## src/rtl/pcnt_pkg.sv

```systemverilog
// Shared encodings for the parametrised up/down counter and its one-shot controller.
// Pure declarations: no latency, no flow control.
package pcnt_pkg;

  typedef enum logic [1:0] {
    MODE_WRAP    = 2'b00,
    MODE_SAT     = 2'b01,
    MODE_ONESHOT = 2'b10,
    MODE_HOLD    = 2'b11
  } mode_e;

  typedef enum logic [1:0] {
    IDLE = 2'b00,
    RUN  = 2'b01,
    DONE = 2'b10
  } os_state_e;

endpackage

```

## src/rtl/pcnt_if.sv

```systemverilog
// Control/data bundle of one counter stage: loads, direction, mode and compare in; count and flags out.
// Wires only; the counter itself has no handshake and never stalls.
interface pcnt_if #(
  parameter int WIDTH = 8
);
  import pcnt_pkg::*;

  logic             load;
  logic             en;
  logic             ci;
  logic             up;
  mode_e            mode;
  logic [WIDTH-1:0] d;
  logic [WIDTH-1:0] cmp;
  logic [WIDTH-1:0] q;
  logic             co;
  logic             match;
  logic             done;

  modport master (
    output load, en, ci, up, mode, d, cmp,
    input  q, co, match, done
  );

  modport slave (
    input  load, en, ci, up, mode, d, cmp,
    output q, co, match, done
  );

endinterface

```

## src/rtl/pcnt_fsm.sv

```systemverilog
// One-shot controller: IDLE until loaded, RUN while counting, DONE after a step taken at terminal count.
// State and done update on the clock edge (1 cycle); no backpressure, mode change forces IDLE.
module pcnt_fsm
  import pcnt_pkg::*;
(
  input  logic  clk,
  input  logic  mr,
  input  mode_e mode,
  input  logic  load,
  input  logic  step,
  input  logic  at_tc,
  output logic  run,
  output logic  done
);

  os_state_e state, state_nxt;

  always_ff @(posedge clk or negedge mr) begin
    if (!mr) state <= IDLE;
    else     state <= state_nxt;
  end

  // Load outranks the DONE transition so a reload on the terminal step keeps RUN.
  always_comb begin
    state_nxt = state;
    if (mode != MODE_ONESHOT) begin
      state_nxt = IDLE;
    end else if (!load) begin
      state_nxt = RUN;
    end else begin
      case (state)
        IDLE:    state_nxt = IDLE;
        RUN:     if (step && at_tc) state_nxt = DONE;
        DONE:    state_nxt = DONE;
        default: state_nxt = IDLE;
      endcase
    end
  end

  assign run  = (state == RUN);
  assign done = (state == DONE);

endmodule

```

## src/rtl/pcnt_updown.sv

```systemverilog
// Parametrised up/down counter with wrap/saturate/one-shot/hold modes, compare match and cascade carry.
// Load and count take effect on the next edge (1 cycle); co/match are combinational; never stalls.
module pcnt_updown
  import pcnt_pkg::*;
#(
  parameter int WIDTH = 8,
  parameter int MOD   = 2**WIDTH
) (
  input  logic clk,
  input  logic mr,
  pcnt_if.slave bus
);

  localparam logic [WIDTH-1:0] QMAX   = WIDTH'(MOD - 1);
  localparam logic [WIDTH:0]   QMAX_X = (WIDTH+1)'(MOD - 1);

  logic [WIDTH-1:0] q_r, q_nxt, tc, q_step, wrap_val, d_clamped;
  logic             at_tc, step, run, done;

  assign tc        = bus.up ? QMAX : '0;
  assign at_tc     = (q_r == tc);
  assign step      = bus.en & bus.ci;
  assign q_step    = bus.up ? (q_r + WIDTH'(1)) : (q_r - WIDTH'(1));
  // Explicit wrap target so a non-power-of-two modulus never relies on overflow.
  assign wrap_val  = bus.up ? '0 : QMAX;
  assign d_clamped = ({1'b0, bus.d} > QMAX_X) ? QMAX : bus.d;

  always_comb begin
    q_nxt = q_r;
    if (!bus.load) begin
      q_nxt = d_clamped;
    end else if (step) begin
      case (bus.mode)
        MODE_WRAP:    q_nxt = at_tc ? wrap_val : q_step;
        MODE_SAT:     q_nxt = at_tc ? q_r : q_step;
        MODE_ONESHOT: if (run && !at_tc) q_nxt = q_step;
        MODE_HOLD:    q_nxt = q_r;
        default:      q_nxt = q_r;
      endcase
    end
  end

  always_ff @(posedge clk or negedge mr) begin
    if (!mr) q_r <= '0;
    else     q_r <= q_nxt;
  end

  pcnt_fsm u_fsm (
    .clk   (clk),
    .mr    (mr),
    .mode  (bus.mode),
    .load  (bus.load),
    .step  (step),
    .at_tc (at_tc),
    .run   (run),
    .done  (done)
  );

  assign bus.q     = q_r;
  assign bus.match = (q_r == bus.cmp);
  assign bus.done  = done;
  assign bus.co    = step & at_tc & (bus.mode != MODE_HOLD)
                   & !((bus.mode == MODE_ONESHOT) && !run);

endmodule
```

## src/flat_wrapper.sv

```systemverilog
// flat-port wrapper written by rule: the top's interface ports become plain ports
module pcnt_updown_flat import pcnt_pkg::*;
#(
  parameter int WIDTH = 8,
  parameter int MOD   = 2**WIDTH
)
  (clk, mr, bus_load, bus_en, bus_ci, bus_up, bus_mode, bus_d, bus_cmp, bus_q, bus_co, bus_match, bus_done);
  pcnt_if #(.WIDTH(WIDTH)) bus_i ();
  input  logic clk;
  input  logic mr;
  input wire logic [$bits(bus_i.load)-1:0] bus_load;
  input wire logic [$bits(bus_i.en)-1:0] bus_en;
  input wire logic [$bits(bus_i.ci)-1:0] bus_ci;
  input wire logic [$bits(bus_i.up)-1:0] bus_up;
  input wire logic [$bits(bus_i.mode)-1:0] bus_mode;
  input wire logic [$bits(bus_i.d)-1:0] bus_d;
  input wire logic [$bits(bus_i.cmp)-1:0] bus_cmp;
  output wire logic [$bits(bus_i.q)-1:0] bus_q;
  output wire logic [$bits(bus_i.co)-1:0] bus_co;
  output wire logic [$bits(bus_i.match)-1:0] bus_match;
  output wire logic [$bits(bus_i.done)-1:0] bus_done;
  assign bus_i.load = bus_load;
  assign bus_i.en = bus_en;
  assign bus_i.ci = bus_ci;
  assign bus_i.up = bus_up;
  assign bus_i.mode = bus_mode;
  assign bus_i.d = bus_d;
  assign bus_i.cmp = bus_cmp;
  assign bus_q = bus_i.q;
  assign bus_co = bus_i.co;
  assign bus_match = bus_i.match;
  assign bus_done = bus_i.done;
  pcnt_updown #(.WIDTH(WIDTH), .MOD(MOD)) u_core (.clk(clk), .mr(mr), .bus(bus_i));
endmodule
```

## config.mk

```make
export PLATFORM = sky130hd
export DESIGN_NAME = pcnt_updown_flat
export DESIGN_NICKNAME = d
export VERILOG_FILES = /design/src/rtl/pcnt_pkg.sv /design/src/rtl/pcnt_if.sv /design/src/rtl/pcnt_fsm.sv /design/src/rtl/pcnt_updown.sv /design/src/flat_wrapper.sv
export SDC_FILE = /design/constraint.sdc
export NUM_CORES = 1
export LEC_CHECK = 0
export BUFFER_PORTS_ARGS = -buffer_cell sky130_fd_sc_hd__buf_2
export CORE_MARGIN = 3
export CORE_UTILIZATION = 50
export DETAILED_ROUTE_END_ITERATION = 16
export HOLD_SLACK_MARGIN = 0.15
export PLACE_DENSITY = 0.83
export SYNTH_ARGS = -nofsm -noshare
export SYNTH_HDL_FRONTEND = slang
export SYNTH_HIERARCHICAL = 1
export SYNTH_SLANG_ARGS = --single-unit
```

## constraint.sdc

```tcl
create_clock -name clk -period 2 [get_ports clk]
set_input_delay 0.2 -clock clk [delete_from_list [all_inputs] [get_ports clk]]
set_output_delay 0.2 -clock clk [all_outputs]
set_load 0.02 [all_outputs]
```

[Yosys cells after proc, flatten, opt, wreduce, memory -nomap -nowiden]
Index checks and enable logic that the tools add are counted.
Storage, ports and cells
  flip-flop bits (word level): 10
  output and inout bits: 11
  logic and storage cells: 43
Cells by class
  equality and inequality tests: 14
  muxes and demuxes: 13
  add/sub/neg operators: 2
  bitwise gates (word level): 4
  reduce and logical (&&, ||, !) cells: 8
Operator list (number)
  two-way mux 8 bit: 8
  case mux 8 bit (3 select lines): 1
  == test 8 bit: 2
  adder 8 x 1 -> 8 bit, second input constant: 1
  subtractor 8 x 1 -> 8 bit, second input constant: 1
  == test 2 bit, second input constant: 3
  two-way mux 2 bit: 3
  != test 2 bit, second input constant: 3
  AND 1 bit: 4
  == test 2 x 1 -> 1 bit, second input constant: 2
  != test 4 bit, second input constant: 1
  case mux 2 bit (2 select lines): 1
  AND reduction 4 bit: 1
  logical AND 1 bit: 3
  logical NOT 1 bit: 3
  != test 3 x 2 -> 1 bit, second input constant: 1
  != test 3 bit, second input constant: 1
  logical NOT 2 bit: 1
  != test 2 x 1 -> 1 bit, second input constant: 1

[Depth between registers and ports, before layout]
  depth in word-level cells: 8
  gate-level depth with buffers: 8
  depth with buffers taken out: 8

[By module]
The synthesis kept the hierarchy.
Modules (own cells, without submodules)
  pcnt_updown: area each 898.4 µm², cells an instance 109, instances 1
  pcnt_fsm: area each 145.1 µm², cells an instance 13, instances 1

[Least setup slack after synthesis]
Ideal clock, no wire load.
  path kind: register to register
  from: register u_core.q_r[1] (netlist: u_core/bus.q[1])
  to: register u_core.q_r[7] (netlist: u_core/bus.q[7])
  data arrival time: 1.802 ns
  path slack: 0.120 ns
  setup time: 0.077 ns
  cell stages (with the launch flop): 7
  period minus slack after synthesis: 1.880 ns
  path through: dfrtp_1 -> ha_1 -> a211oi_1 -> o21ai_0 -> a21oi_1 -> mux2_2 -> a21oi_1
On the way
  cells in the longest elaborated chain, start to end: 6
  elaborated cells on any way between the ends: 15
  classes of those cells: 2 x add/sub; 3 x eq/ne; 7 x mux; 3 x reduce/logical
RTL lines
  start, declared: line pcnt_updown.sv:17  | logic [WIDTH-1:0] q_r, q_nxt, tc, q_step, wrap_val, d_clamped;
  start signal, assigned: line pcnt_updown.sv:45  | else q_r <= q_nxt;
  subtractor 8 x 1 -> 8 bit or adder 8 x 1 -> 8 bit (tied branches): line pcnt_updown.sv:23  | assign q_step = bus.up ? (q_r + WIDTH'(1)) : (q_r - WIDTH'(1));
  two-way mux 8 bit: line pcnt_updown.sv:23
  two-way mux 8 bit, on equally long branches: line pcnt_updown.sv:36, pcnt_updown.sv:34, pcnt_updown.sv:35
  case mux 8 bit (3 select lines): line pcnt_updown.sv:33  | case (bus.mode)
  two-way mux 8 bit: line pcnt_updown.sv:32  | end else if (step) begin
  two-way mux 8 bit: line pcnt_updown.sv:30  | if (!bus.load) begin
Several ways; a longest one is shown, not always the timed one. The select of a mux whose other input is x is not followed.
A chain may end at the register's enable or synchronous reset.

[Worst setup path in the final report]
  from: register u_core.q_r[1] (netlist: u_core/bus.q[1])
  to: output port bus_co
On the way
  cells in the longest elaborated chain, start to end: 4
RTL lines
  == test 8 bit: line pcnt_updown.sv:21  | assign at_tc = (q_r == tc);
  AND 1 bit (2 in series): line pcnt_updown.sv:62  | assign bus.co = step & at_tc & (bus.mode != MODE_HOLD)
  AND 1 bit: line pcnt_updown.sv:63  | & !((bus.mode == MODE_ONESHOT) && !run);
  end, declared: line flat_wrapper.sv:19  | output wire logic [$bits(bus_i.co)-1:0] bus_co;
Every way passes these cells.

==> results.md <==
* Outcome: finished clean
* GR peak layer: met2
* Sink Count at 10
* Placement Cell Area at 1331 um^2
* Min-Delay Path Depth at 2
* Met3 usage at 2.865%
* Fraction of layout cells with a size suffix above 1 at 40.57%
* Final period utilization at 98.88%
* P per Cell Area at 593.7 nW/um^2
* Setup crit end kind: output port
* Row count at 15
* Gpl congestion at 0.9570
* Top FF cell, synth: dfrtp_1
* DR vias/cell at 5.760
* Initial antenna violation count at 0
* # diodes at 0
* Clk slew on worst S/H paths at 0.07 ns
* Logic pwr share at 50.6%
* Multi-input gate area at 785.8 um^2
* Register area at 251.5 um^2
* Cells after Synth at 122
* Synth warn at 6
* Detailed Route Iter0 Violations at 45
* Hold Fails Final Rpt at 0
* Number of global-route vias before repair at 1103
* Final Skew at 0.004669 ns
* Static Leak at 0.6810 nW
* Gr ovfl total at 0
* Antenna-violating nets left at 0
* Detailed-route DRC error count at 0
* Routed WL at 3327 um
* Detailed Routing Iterations Pass 1 at 4
* Chip Height at 51.69 um
* Clock tree buffer depth at 2
* Synth async-reset ratio at 100.0%
* Slew margin rel. at 73.12%
* Layout area overhead at 39.45%
* Met1 usage at 32.50%
* Switching share of power at 37.99%
* CTS tree: yes
* Maximum clock rate at 505.7 MHz
* Die width at 51.69 um
* DR WL/cell at 16.64 um
* Reg power frac at 28.0%
* Fillers at 133
* Syn Area/Cell at 8.553 um^2
* Flops & latches, synth at 10
* CTS H-Tree Depth at 1
* Worst Tran Pin Value at 0.3930 ns
* Flop2flop setup slack at 0.06 ns
* Syn Nets at 158
* Cell variety after synth at 38
* Fin worst setup slack at 0.02236 ns
* Worst r2r path cells at 6
* Sequential element share of the synthesized area at 23.98%
* Root Driver: clkbuf_4
* Crit start category: flop
* First-pass GRT wire length at 4905 um
* Total global-route track usage at 24.76%
* Crit-path max FO at 3
* Maximum vdd ir drop at 427.8 uV
* Area of the mapped netlist at 1044 um^2
* Port Buffer Count at 34
* Hold_sp: bus_d[4]
* Sw Pwr at 0.0003282 W
* Core ar. at 1839 um^2
* Number of I/O pins at 35
* Hold/Removal Path Class: input pin to flop
* Hold path endpoint: u_core/bus.q[4]
* Worst Path Arrival at 1.78 ns
* Setup violators final at 0
* Total vias in the final route at 1152
* CTS Buf Count at 3
* Die area at 2671 um^2
* Final nets at 212
* Setup TNS at 0 ns
* Internal at 0.0005357 W
* Crit path time final at 1.978 ns
* RR Startpoint: u_core/bus.q[1]
* Largest net degree at the start of global routing at 14
* Skew-Pair Late Insertion Delay at 0.26 ns
* Initial core utilization at 56.73%
* Worst EP required at 1.80 ns
* Post-DP HPWL at 2508 um
* Clock power share at 21.4%
* Met2 usage at 43.01%
* DP Worst Slack at -0.04950 ns
* Reg-to-Reg End: u_core/bus.q[7]
* Max cap viols at 0
* Post-synth EDFFs at 0
* Setup CP Type: flop to output port
* Fin area at 1455 um^2
* Final-report max-slew violation count at 0
## kinds of logic (layout without fill, tap and decap cells)
logic type	count (synthesis)	count (layout)	share of synthesized area, %
flip-flops	10	10	23.98
multiplexers	2	2	2.038
XOR/XNOR	12	12	10.07
buffers and inverters	15	68	5.395
AND/OR/NAND/NOR	31	31	16.07
AO/OA/AOI/OAI	40	40	27.34
adder cells (fa/ha/maj)	12	12	15.11
## placed cells by master (no fill, tap or decap), types with 4 or more instances in the layout
cell type	n
buf_2	33
xnor2_1	9
a21oi_1	10
o21ai_0	7
or2_2	7
buf_4	15
inv_1	13
ha_1	9
nor2_1	9
nand2_1	4
o2bb2ai_1	4
dfrtp_1	9
## Yosys cell counts, drive strengths merged, types with 2 or more instances
master	n	area [um^2]
inv	13	48.80
a21oi	12	63.81
ha	11	137.6
dfrtp	10	250.2
nor2	9	33.78
xnor2	9	78.83
o21ai	8	40.04
or2	7	43.79
nand2	4	15.01
o2bb2ai	4	35.03
nand4	3	18.77
o31ai	3	22.52
xor2	3	26.28
a211o	2	18.77
a311oi	2	17.52
nand2b	2	12.51
## layout make-up
cell class	instances	share of cell area (%)
Clock buffer	4	2.494
Inverter	14	3.611
Multi-Input combinational cell	97	54.00
Timing Repair Buffer	50	20.46
Sequential cell	10	17.28
Tap cell	25	2.150
## per-layer routing
layer	share of wire (%)	vias up
met5	0	-
met4	1.6	0
met3	9.8	10
met2	48	71
met1	41	521
li1	-	550
## registers in the layout (all words and copies together) (netlist names)
signal,flops
u_core/bus.q,8
u_core/u_fsm/state,2
## worst max path at each step
stage	from	to	slack [ns]	cells past startpoint
2_1_floorplan	u_core/bus.q[1]	u_core/bus.q[7]	0.12	6
3_3_place_gp	bus_up	u_core/bus.q[7]	0.08	8
3_5_place_dp	bus_up	u_core/bus.q[7]	-0.05	8
4_1_cts	u_core/bus.q[0]	bus_co	0.005	4
5_1_grt	u_core/bus.q[1]	u_core/bus.q[7]	-0.12	6
6_report	u_core/bus.q[1]	bus_co	0.02	5
## power groups by stage
stage               sequential, W  combinational (W)  clock (W)
floorplan                0.000274           0.000198          0
global route             0.000244           0.000473   0.000197
global placement         0.000242           0.000369          0
finish                   0.000242           0.000437   0.000185
CTS                      0.000238           0.000396   0.000187
detailed placement       0.000244           0.000383          0
## stage by stage
stage	hold slack [ns]	total power, W	utilization, %	std cells
2_1_floorplan	-0.09559	0.0004725	-	122
3_3_place_gp	0.07535	0.0006109	72.38	192
3_5_place_dp	0.07879	0.0006271	72.38	192
4_1_cts	0.1556	0.0008203	75.85	199
5_1_grt	0.1592	0.0009135	79.12	200
6_report	0.1504	0.0008639	79.12	200
## worst max-delay path: stages, from the launching register on
cell     delay [ns]
dfrtp_1        0.42
ha_1           0.35
nand2_1        0.12
a211o_4        0.35
nor2_1         0.12
buf_4          0.15
## repair_timing
action / CTS / global route
buffers inserted: 1 / 1
pin swaps: 0 / 3
hold buffers: 2 / 0
resized for setup: 0 / 11
hold endpoints to repair: 11 / 0
setup endpoints to repair: 1 / 5
cloned: 0 / 0
Note: power is estimated with default switching activity, not from simulation.
